$ cat config.mk
export PLATFORM = sky130hd
export DESIGN_NAME = hack_mem_arbiter_flat
export DESIGN_NICKNAME = d
export VERILOG_FILES = /design/src/rtl/hack_mem_arbiter_if.sv /design/src/rtl/hack_mem_arbiter.sv /design/src/flat_wrapper.sv
export SDC_FILE = /design/constraint.sdc
export NUM_CORES = 1
export LEC_CHECK = 0
export ABC_CLOCK_PERIOD_IN_PS = 5820
export BUFFER_PORTS_ARGS = -buffer_cell sky130_fd_sc_hd__clkbuf_2
export CAP_MARGIN = 20
export CORE_ASPECT_RATIO = 0.8
export CORE_MARGIN = 8
export CORE_UTILIZATION = 57
export DETAILED_ROUTE_END_ITERATION = 16
export HOLD_SLACK_MARGIN = 0.1
export PLACE_DENSITY = 0.81
export SETUP_SLACK_MARGIN = 0.02
export SLEW_MARGIN = 20
export SYNTH_ARGS = -nofsm -noshare
export SYNTH_HDL_FRONTEND = slang
export SYNTH_SLANG_ARGS = --single-unit
$ cat constraint.sdc
create_clock -name clk -period 5.82 [get_ports clk]
set_input_delay 0.582 -clock clk [delete_from_list [all_inputs] [get_ports clk]]
set_output_delay 0.582 -clock clk [all_outputs]
set_load 0.1 [all_outputs]
$ cat src/rtl/hack_mem_arbiter_if.sv
// Bus bundle between the Hack memory arbiter and its CPU, display and memory neighbours.
// The slave modport is the arbiter's view; master is the environment's view.
interface hack_mem_arbiter_if;
  logic        cpu_req;
  logic        cpu_we;
  logic [14:0] cpu_addr;
  logic [15:0] cpu_wdata;
  logic        cpu_gnt;
  logic [15:0] cpu_rdata;

  logic        scan_en;
  logic        pix_ready;
  logic        pix_valid;
  logic [15:0] pix_data;
  logic        pix_sof;

  logic [14:0] mem_address;
  logic [15:0] mem_in;
  logic        mem_load;
  logic [15:0] mem_out;

  modport slave (
    input  cpu_req, cpu_we, cpu_addr, cpu_wdata, scan_en, pix_ready, mem_out,
    output cpu_gnt, cpu_rdata, pix_valid, pix_data, pix_sof, mem_address, mem_in, mem_load
  );

  modport master (
    output cpu_req, cpu_we, cpu_addr, cpu_wdata, scan_en, pix_ready, mem_out,
    input  cpu_gnt, cpu_rdata, pix_valid, pix_data, pix_sof, mem_address, mem_in, mem_load
  );
endinterface

$ cat src/rtl/hack_mem_arbiter.sv
// Shares one memory port between the CPU (priority, zero-wait when granted) and a screen scanout
// engine feeding a pixel FIFO; fetched words appear one cycle later, a full FIFO stops fetching.
module hack_mem_arbiter #(
  parameter int STARVE_LIMIT = 4,
  parameter int FIFO_DEPTH   = 8
) (
  input logic               clk,
  input logic               reset,
  hack_mem_arbiter_if.slave bus
);

  localparam int AW = $clog2(FIFO_DEPTH);
  localparam logic [AW:0] DEPTH_C  = (AW+1)'(FIFO_DEPTH);
  localparam logic [3:0]  STARVE_C = 4'(STARVE_LIMIT);

  typedef enum logic {IDLE, FETCH} state_t;

  state_t        state, state_nxt;
  logic [12:0]   scan_ptr;
  logic [AW:0]   count;
  logic [AW-1:0] wr_ptr, rd_ptr;
  logic [3:0]    starve;
  logic [16:0]   fifo_mem [FIFO_DEPTH];

  logic scan_want, scan_gnt, cpu_win, flush, push, pop;

  always_ff @(posedge clk or posedge reset) begin
    if (reset) state <= IDLE;
    else       state <= state_nxt;
  end

  always_comb begin
    state_nxt = state;
    case (state)
      IDLE:    if (bus.scan_en)  state_nxt = FETCH;
      FETCH:   if (!bus.scan_en) state_nxt = IDLE;
      default: state_nxt = IDLE;
    endcase
  end

  // Reset gates both grants so the memory sees no access while reset is held.
  always_comb begin
    scan_want       = (state == FETCH) && (count < DEPTH_C);
    flush           = (state == FETCH) && !bus.scan_en;
    scan_gnt        = !reset && scan_want && (!bus.cpu_req || starve == STARVE_C);
    cpu_win         = !reset && !scan_gnt && bus.cpu_req;
    bus.cpu_gnt     = cpu_win;
    bus.cpu_rdata   = bus.mem_out;
    bus.mem_address = '0;
    bus.mem_in      = '0;
    bus.mem_load    = 1'b0;
    if (scan_gnt) begin
      bus.mem_address = {2'b10, scan_ptr};
    end else if (cpu_win) begin
      bus.mem_address = bus.cpu_addr;
      bus.mem_in      = bus.cpu_wdata;
      bus.mem_load    = bus.cpu_we;
    end
  end

  // A fetch in the cycle scan_en drops is discarded by the flush.
  assign push = scan_gnt && !flush;
  assign pop  = (count != '0) && bus.pix_ready;

  always_ff @(posedge clk or posedge reset) begin
    if (reset) begin
      scan_ptr <= '0;
      count    <= '0;
      wr_ptr   <= '0;
      rd_ptr   <= '0;
      starve   <= '0;
      for (int i = 0; i < FIFO_DEPTH; i++) fifo_mem[i] <= '0;
    end else if (flush) begin
      scan_ptr <= '0;
      count    <= '0;
      wr_ptr   <= '0;
      rd_ptr   <= '0;
      starve   <= '0;
    end else begin
      if (push) begin
        fifo_mem[wr_ptr] <= {scan_ptr == 13'd0, bus.mem_out};
        wr_ptr           <= wr_ptr + 1'b1;
        scan_ptr         <= scan_ptr + 1'b1;
      end
      if (pop) rd_ptr <= rd_ptr + 1'b1;
      case ({push, pop})
        2'b10:   count <= count + 1'b1;
        2'b01:   count <= count - 1'b1;
        default: count <= count;
      endcase
      if (scan_gnt || !scan_want)               starve <= '0;
      else if (cpu_win && starve != STARVE_C)   starve <= starve + 1'b1;
    end
  end

  assign bus.pix_valid = (count != '0);
  assign bus.pix_data  = fifo_mem[rd_ptr][15:0];
  assign bus.pix_sof   = fifo_mem[rd_ptr][16];

endmodule

$ cat src/flat_wrapper.sv
// flat-port wrapper written by rule: the top's interface ports become plain ports
module hack_mem_arbiter_flat 
#(
  parameter int STARVE_LIMIT = 4,
  parameter int FIFO_DEPTH   = 8
)
  (clk, reset, bus_cpu_req, bus_cpu_we, bus_cpu_addr, bus_cpu_wdata, bus_scan_en, bus_pix_ready, bus_mem_out, bus_cpu_gnt, bus_cpu_rdata, bus_pix_valid, bus_pix_data, bus_pix_sof, bus_mem_address, bus_mem_in, bus_mem_load);
  hack_mem_arbiter_if bus_i ();
  input logic clk;
  input logic reset;
  input wire logic [$bits(bus_i.cpu_req)-1:0] bus_cpu_req;
  input wire logic [$bits(bus_i.cpu_we)-1:0] bus_cpu_we;
  input wire logic [$bits(bus_i.cpu_addr)-1:0] bus_cpu_addr;
  input wire logic [$bits(bus_i.cpu_wdata)-1:0] bus_cpu_wdata;
  input wire logic [$bits(bus_i.scan_en)-1:0] bus_scan_en;
  input wire logic [$bits(bus_i.pix_ready)-1:0] bus_pix_ready;
  input wire logic [$bits(bus_i.mem_out)-1:0] bus_mem_out;
  output wire logic [$bits(bus_i.cpu_gnt)-1:0] bus_cpu_gnt;
  output wire logic [$bits(bus_i.cpu_rdata)-1:0] bus_cpu_rdata;
  output wire logic [$bits(bus_i.pix_valid)-1:0] bus_pix_valid;
  output wire logic [$bits(bus_i.pix_data)-1:0] bus_pix_data;
  output wire logic [$bits(bus_i.pix_sof)-1:0] bus_pix_sof;
  output wire logic [$bits(bus_i.mem_address)-1:0] bus_mem_address;
  output wire logic [$bits(bus_i.mem_in)-1:0] bus_mem_in;
  output wire logic [$bits(bus_i.mem_load)-1:0] bus_mem_load;
  assign bus_i.cpu_req = bus_cpu_req;
  assign bus_i.cpu_we = bus_cpu_we;
  assign bus_i.cpu_addr = bus_cpu_addr;
  assign bus_i.cpu_wdata = bus_cpu_wdata;
  assign bus_i.scan_en = bus_scan_en;
  assign bus_i.pix_ready = bus_pix_ready;
  assign bus_i.mem_out = bus_mem_out;
  assign bus_cpu_gnt = bus_i.cpu_gnt;
  assign bus_cpu_rdata = bus_i.cpu_rdata;
  assign bus_pix_valid = bus_i.pix_valid;
  assign bus_pix_data = bus_i.pix_data;
  assign bus_pix_sof = bus_i.pix_sof;
  assign bus_mem_address = bus_i.mem_address;
  assign bus_mem_in = bus_i.mem_in;
  assign bus_mem_load = bus_i.mem_load;
  hack_mem_arbiter #(.STARVE_LIMIT(STARVE_LIMIT), .FIFO_DEPTH(FIFO_DEPTH)) u_core (.clk(clk), .reset(reset), .bus(bus_i));
endmodule
==> flow_metrics.env, run 1 <==
export IMPL_postRouteAntennaNets=0
export IMPL_hold_end="u_core.state$_DFF_PP0_"
export IMPL_hold_buffers=0
export IMPL_clock_skew_ns=0.00981
export IMPL_netlist_area_um2=8160
export IMPL_start_kind="register"
export IMPL_antenna_cells=0
export IMPL_layout_nets=741
export IMPL_maxCapViolCount=0
export IMPL_syn_area_per_cell_um2=14.0
export IMPL_wire_per_inst_um=21.3
export IMPL_insertion_delay_ns=0.42
export IMPL_cts_resized=0
export IMPL_p_per_area_nw_per_um2=482
export IMPL_synth_top_area_share=0.503
export IMPL_detail_route_iter0_violations=395
export IMPL_synthTopCellsByArea="dfrtp_1 50%, mux2_2 21%, mux4_2 9.4%"
export IMPL_via_count=5291
export IMPL_intPower_mw=2.70
export IMPL_clock_fmax_ghz=0.292
export IMPL_yosysSeqAreaShare=0.503
export IMPL_crit_fanout=26
export IMPL_final_setup_tns_ns=0
export IMPL_cts_inserted_buffers=17
export IMPL_htreeDepth=4
export IMPL_fp_dieArea_um2=18400
export IMPL_fillers=1013
export IMPL_gp_congestion=0.774
export IMPL_wl_um=18600
export IMPL_synthCells=584
export IMPL_yosys_area_top_type="dfrtp_1"
export IMPL_ios=120
export IMPL_drt_pass1_iterations=6
export IMPL_arrival_ns=2.84
export IMPL_synthFlopType="dfrtp_1"
export IMPL_drcViolationCount=0
export IMPL_grt_pass1_wl_um=31000
export IMPL_ir_worst_vdd_mv=0.554
export IMPL_routed_via_density=6.05
export IMPL_synth_seq_cells=164
export IMPL_switching_share=0.407
export IMPL_start_util=0.576
export IMPL_finalCritPeriodShare=0.589
export IMPL_die_h_um=123
export IMPL_cts_buffer_depth=2
export IMPL_mostFrequentLayoutCells="163 x dfrtp_1, 153 x mux2_2, 119 x clkbuf_2, 34 x mux4_2, 19 x nor2_1"
export IMPL_grt_pass1_vias=5764
export IMPL_clk_pin_slew_ns=0.06
export IMPL_syn_nets=647
export IMPL_cts_tree="done"
export IMPL_worst_pin_slew_ns=1.09
export IMPL_path_class="register to output port"
export IMPL_min_path_type="primary input to register"
export IMPL_required_ns=5.24
export IMPL_core_um2=14200
export IMPL_hold_viol=0
export IMPL_combPwrFrac=0.391
export IMPL_rsz0062_at_grt="no"
export IMPL_grt_util_all_layers=0.217
export IMPL_grt_overflow=0
export IMPL_holdPathStages=1
export IMPL_ff2ff_setup_slack_ns=2.78
export IMPL_die_x_um=150
export IMPL_areaGrowthSynthToFinish_pct=15.8
export IMPL_setup_violations=0
export IMPL_root_buffer="clkbuf_16"
export IMPL_antenna_found_initial=0
export IMPL_final_max_slew_violation_count=0
export IMPL_status="completed"
export IMPL_async_reset_ff_frac=1.00
export IMPL_leakage_nw=4.62
export IMPL_min_from="bus_scan_en"
export IMPL_place_area_um2=8750
export IMPL_reg2reg_depth=11
export IMPL_rr_endpoint="u_core.count[3]$_DFFE_PP0P_"
export IMPL_hpwl_um=12000
export IMPL_finalCriticalPeriod_ns=3.43
export IMPL_postCtsSetupBuffers=0
export IMPL_ys_warn_count=0
export IMPL_relSlewSlack=0.272
export IMPL_r2r_start="u_core.starve[0]$_DFFE_PP0P_"
export IMPL_synth_distinct_cells=50
export IMPL_p_switching_mw=1.85
export IMPL_port_buffers=119
export IMPL_drive_gt1_frac=0.523
export IMPL_stdcell_area_um2=9440
export IMPL_final_common_cell="dfrtp_1"
export IMPL_cp_end_kind="output port"
export IMPL_grt_max_degree=111
export IMPL_clock_power_share=0.287
export IMPL_synth_edff_count=0
export IMPL_num_rows=39
export IMPL_clock_sinks=164
export IMPL_seqPwrFrac=0.322
## per-stage QoR
step	hold slack, ns	total power, mW	util	setup WS, ns	instances
6_report	0.345	4.55	0.667	2.39	874
5_1_grt	0.324	4.74	0.667	2.22	874
4_1_cts	0.332	4.58	0.667	2.35	874
3_5_place_dp	0.489	3.27	0.618	2.51	843
3_3_place_gp	0.481	3.21	0.618	2.60	843
2_1_floorplan	0.474	2.97	-	0.181	584
## worst max-delay path, cell delays in order, from the launching register on
cell      delay (ns)
dfrtp_2         0.59
buf_4           0.54
mux4_2          0.59
mux2_2          0.31
clkbuf_2        0.38
## kinds of logic (layout without fill, tap and decap cells)
kind of cell	count (synthesis)	after routing	share of synthesized area
muxes	191	191	0.310
xor gates and xnor gates	7	7	0.00752
DFF	164	164	0.503
adders and majority gates	10	10	0.0153
and+or+nand+nor	102	102	0.0776
AOI/OAI and AO/OA	52	52	0.0476
buffers and inverters	58	164	0.0387
## area by class of cell
type	count	area, um^2	share of cell area
flip-flops and latches	164	4110	0.435
clock buffers	19	443	0.0469
clock inverters	12	250	0.0265
well taps	184	230	0.0244
inverters	8	35.0	0.00371
multi-input cells	362	3740	0.396
repair buffers	125	641	0.0679
## routing by layer
metal	global-route usage	vias to the layer above	part of all wire
li1	-	2344	-
met1	0.270	2794	0.42
met2	0.376	130	0.52
met3	0.0432	23	0.040
met4	0.0717	0	0.015
met5	0	-	0
## registers in the layout (all words and copies together), names as in the netlist
name	flops
u_core.fifo_mem	136
u_core.scan_ptr	13
u_core.count	4
u_core.starve	4
u_core.rd_ptr	3
u_core.wr_ptr	3
u_core.state	1
## cell usage after synthesis (4+ instances only)
library cell	number
dfrtp_1	164
mux2_2	153
mux4_2	34
buf_4	21
nor2_1	19
and2_1	18
nand2_1	18
clkbuf_1	17
a21oi_1	14
a22o_1	13
ha_1	10
buf_2	9
inv_1	8
o21ai_0	7
nand3_1	6
a31o_2	5
nand2b_1	5
and3_1	4
mux2i_1	4
nand3_2	4
or3_1	4
xor2_1	4
## power by group through the flow
stage          sequential (mW)  clock (mW)  combinational (mW)
6_report                  1.47        1.31                1.78
5_1_grt                   1.49        1.38                1.87
4_1_cts                   1.46        1.33                1.80
3_5_place_dp              1.48           0                1.79
3_3_place_gp              1.46           0                1.75
2_1_floorplan             1.39           0                1.58
## how the worst max path moves through the flow
stage | startpoint | to | slack, ns
global placement | reset | u_core.fifo_mem[2]$_DFFE_PP0P_ | 2.60
finish | u_core.rd_ptr[0]$_DFFE_PP0P_ | bus_pix_data[8] | 2.39
detailed placement | reset | u_core.fifo_mem[6]$_DFFE_PP0P_ | 2.51
CTS | u_core.rd_ptr[0]$_DFFE_PP0P_ | bus_pix_data[8] | 2.35
global route | u_core.rd_ptr[0]$_DFFE_PP0P_ | bus_pix_data[8] | 2.22
floorplan | reset | u_core.fifo_mem[0]$_DFFE_PP0P_ | 0.18
(Power assumes the default switching activity.)
==> run 2: changes to the inputs <==
ABC_AREA = 1   (was not set)
ABC_CLOCK_PERIOD_IN_PS = 3200   (was 5820)
CORE_UTILIZATION = 58   (was 57)
PLACE_DENSITY = 0.82   (was 0.81)
clock period = 3.2 ns   (was 5.82 ns; I/O delays follow)
==> run 2 against run 1 <==
Compared with the run above: non-clock buffer count is 8 higher; area after synthesis grew 3.2%; clock power grew 46%; cell count grew 59%; register-to-register slack got worse by 1.9 ns; hold slack worse by 0.22 ns; count of clock-buffer cells in the layout rose by 1; largest power group unchanged; die area rose by 1.3%; final area is 11% higher; clock skew shrank 0.0016 ns; setup slack got worse by 2.1 ns.
==> flow_metrics.env, run 2 <==
export IMPL_start_kind="register"
export IMPL_power_mw=9.93
export IMPL_required_ns=2.88
export IMPL_routed_via_density=5.65
export IMPL_grt_util_all_layers=0.257
export IMPL_clock_sinks=164
export IMPL_mostFrequentLayoutCells="329 x nand2_1, 188 x o21ai_0, 162 x dfrtp_1, 141 x nor2_1"
export IMPL_crit_fanout=19
export IMPL_max_stage_delay_ns=0.42
export IMPL_cts_tree="done"
export IMPL_drive_gt1_frac=0.193
export IMPL_path_class="register to output port"
export IMPL_instances_no_fill=1386
export IMPL_dp_cells=1354
export IMPL_async_reset_ff_frac=1.00
export IMPL_final_setup_tns_ns=0
export IMPL_via_count=7829
export IMPL_grt_pass1_wl_um=37700
export IMPL_setup_violations=0
export IMPL_netlist_area_um2=8420
export IMPL_cpMostUsedCell="nand2_1"
export IMPL_regMostFlops="u_core.fifo_mem"
export IMPL_synth_distinct_cells=33
export IMPL_maxCapViolCount=0
export IMPL_ios=120
export IMPL_htreeDepth=4
export IMPL_final_common_cell="nand2_1"
export IMPL_drt_pass1_iterations=5
export IMPL_yosys_area_top_type="dfrtp_1"
export IMPL_postRouteAntennaNets=0
export IMPL_syn_area_per_cell_um2=7.60
export IMPL_min_path_type="primary input to register"
export IMPL_detail_route_iter0_violations=1006
export IMPL_port_buffers=119
export IMPL_clock_fmax_ghz=0.341
export IMPL_largest_reg_flops=136
export IMPL_clk_pin_slew_ns=0.07
export IMPL_reg_largest_list="u_core.fifo_mem: 136 flops, u_core.scan_ptr: 13 flops"
export IMPL_worst_pin_slew_ns=0.950
export IMPL_yosysSeqAreaShare=0.487
export IMPL_synth_common_cells="339 x nand2_1, 201 x o21ai_0, 164 x dfrtp_1, 151 x nor2_1, 70 x inv_1"
export IMPL_fin_util=0.739
export IMPL_hpwl_um=14800
export IMPL_synth_edff_count=0
export IMPL_holdPathStages=3
export IMPL_fp_dieArea_um2=18700
export IMPL_drcViolationCount=0
export IMPL_final_max_slew_violation_count=0
export IMPL_setup_slack_ns=0.267
export IMPL_leakage_nw=5.26
export IMPL_synthFlopType="dfrtp_1"
export IMPL_num_rows=39
export IMPL_cts_buffer_depth=2
export IMPL_syn_nets=1171
export IMPL_finalCriticalPeriod_ns=2.93
export IMPL_rsz0062_at_grt="no"
export IMPL_ys_warn_count=0
export IMPL_slowest_stage="inv_2"
export IMPL_grt_max_degree=165
export IMPL_synth_seq_cells=164
export IMPL_reg2reg_depth=13
export IMPL_arrival_ns=2.61
export IMPL_antenna_found_initial=0
export IMPL_p_per_area_nw_per_um2=944
export IMPL_cp_end_kind="output port"
export IMPL_die_x_um=151
export IMPL_wire_per_inst_um=16.8
export IMPL_antenna_cells=0
export IMPL_wl_um=23300
export IMPL_cts_inserted_buffers=17
export IMPL_hold_viol=0
export IMPL_relSlewSlack=0.364
export IMPL_start_util=0.591
export IMPL_dpl_worst_slack_ns=0.701
export IMPL_cts_resized=0
export IMPL_status="completed"
export IMPL_grt_pass1_vias=7440
export IMPL_root_buffer="clkbuf_16"
export IMPL_ir_worst_vdd_mv=0.933
export IMPL_die_h_um=124
export IMPL_clock_skew_ns=0.00817
export IMPL_critical_path_cell_chain="inv_1 -> ha_1 -> nand3_1 -> nand2_1 -> nand2_2 -> nand3_2 -> buf_4 -> inv_2 -> nand2_1 -> o21ai_4 -> buf_12"
export IMPL_yosysMostFrequentCell="nand2_1"
export IMPL_layout_nets=1253
export IMPL_gp_congestion=0.901
export IMPL_grt_overflow=0
export IMPL_core_um2=14200
export IMPL_insertion_delay_ns=0.43
export IMPL_finalCritPeriodShare=0.917
export IMPL_areaGrowthSynthToFinish_pct=25.0
export IMPL_synthTopCellsByArea="dfrtp_1 49%, nand2_1 15%, o21ai_0 12%"
export IMPL_synthCells=1108
export IMPL_synth_top_area_share=0.487
## run 2: cell count changes after synthesis, sizes merged, moves of 13 or more
cell and delta:
o21ai +219, inv +66, nand2 +331, nor2 +134, mux4 -34, buf +14
a22o -13, and2 -17, nand3 +14, mux2 -153
## run 2: final timing paths
check	endpoint	startpoint	slack, ns
setup reg to reg	u_core.count[2]$_DFFE_PP0P_	u_core.starve[0]$_DFFE_PP0P_	0.84
min in group asynchronous	u_core.state$_DFF_PP0_	reset	0.23
setup / recovery	bus_mem_address[0]	u_core.starve[0]$_DFFE_PP0P_	0.27
max in group asynchronous	u_core.rd_ptr[0]$_DFFE_PP0P_	reset	2.29
hold / removal	u_core.fifo_mem[75]$_DFFE_PP0P_	bus_mem_out[7]	0.12
hold reg to reg	u_core.fifo_mem[103]$_DFFE_PP0P_	u_core.fifo_mem[103]$_DFFE_PP0P_	0.48
## run 2: metrics by stage
stage / hold slack, ns / cell area [um^2]
after floorplan: 0.351 / 8690
after global placement: 0.457 / 9970
after detailed placement: 0.461 / 9970
after CTS: 0.115 / 10500
after global routing: 0.135 / 10500
final: 0.121 / 10500
## run 2: what timing repair did
| action | CTS | global route |
|---|---|---|
| buffers inserted | 0 | 0 |
| hold buffers | 1 | 0 |
| hold endpoints to repair | 1 | 0 |
## run 2: area by class of cell
cell class	instances	area, um^2
well taps	184	230
flip-flops and latches	164	4110
multi-input cells	798	3890
repair buffers	133	1470
inverters	76	292
fillers	1035	3720
clock buffers	20	437
clock inverters	11	105
## run 2: metal layers
metal / wire, um / vias up / GRT usage / share of wire
li1: - / 3683 / - / -
met1: 9610 / 3761 / 0.343 / 0.41
met2: 11400 / 343 / 0.414 / 0.49
met3: 1860 / 42 / 0.0537 / 0.080
met4: 426 / 0 / 0.0870 / 0.018
met5: 0 / - / 0 / 0
## run 2: critical path, delay by kind of cell, from the launching register on
kind	cells	cell delay (ns)
compound gates	1	0.11
fa+ha+maj	1	0.20
buf+inv	4	0.90
flops	1	0.37
simple gates	5	0.59
## run 2: logic make-up after synthesis
group,Yosys count,synth area share
AOI/OAI and AO/OA,233,0.146
xor gates and xnor gates,4,0.00416
buffers and inverters,146,0.0804
adders and majority gates,10,0.0149
and+or+nand+nor,551,0.267
DFF,164,0.487
## run 2: power breakdown
group	leakage [nW]	internal (mW)	switching (mW)
combinational	2.81	1.64	3.66
clock	0.253	1.07	0.845
sequential	2.20	2.45	0.278
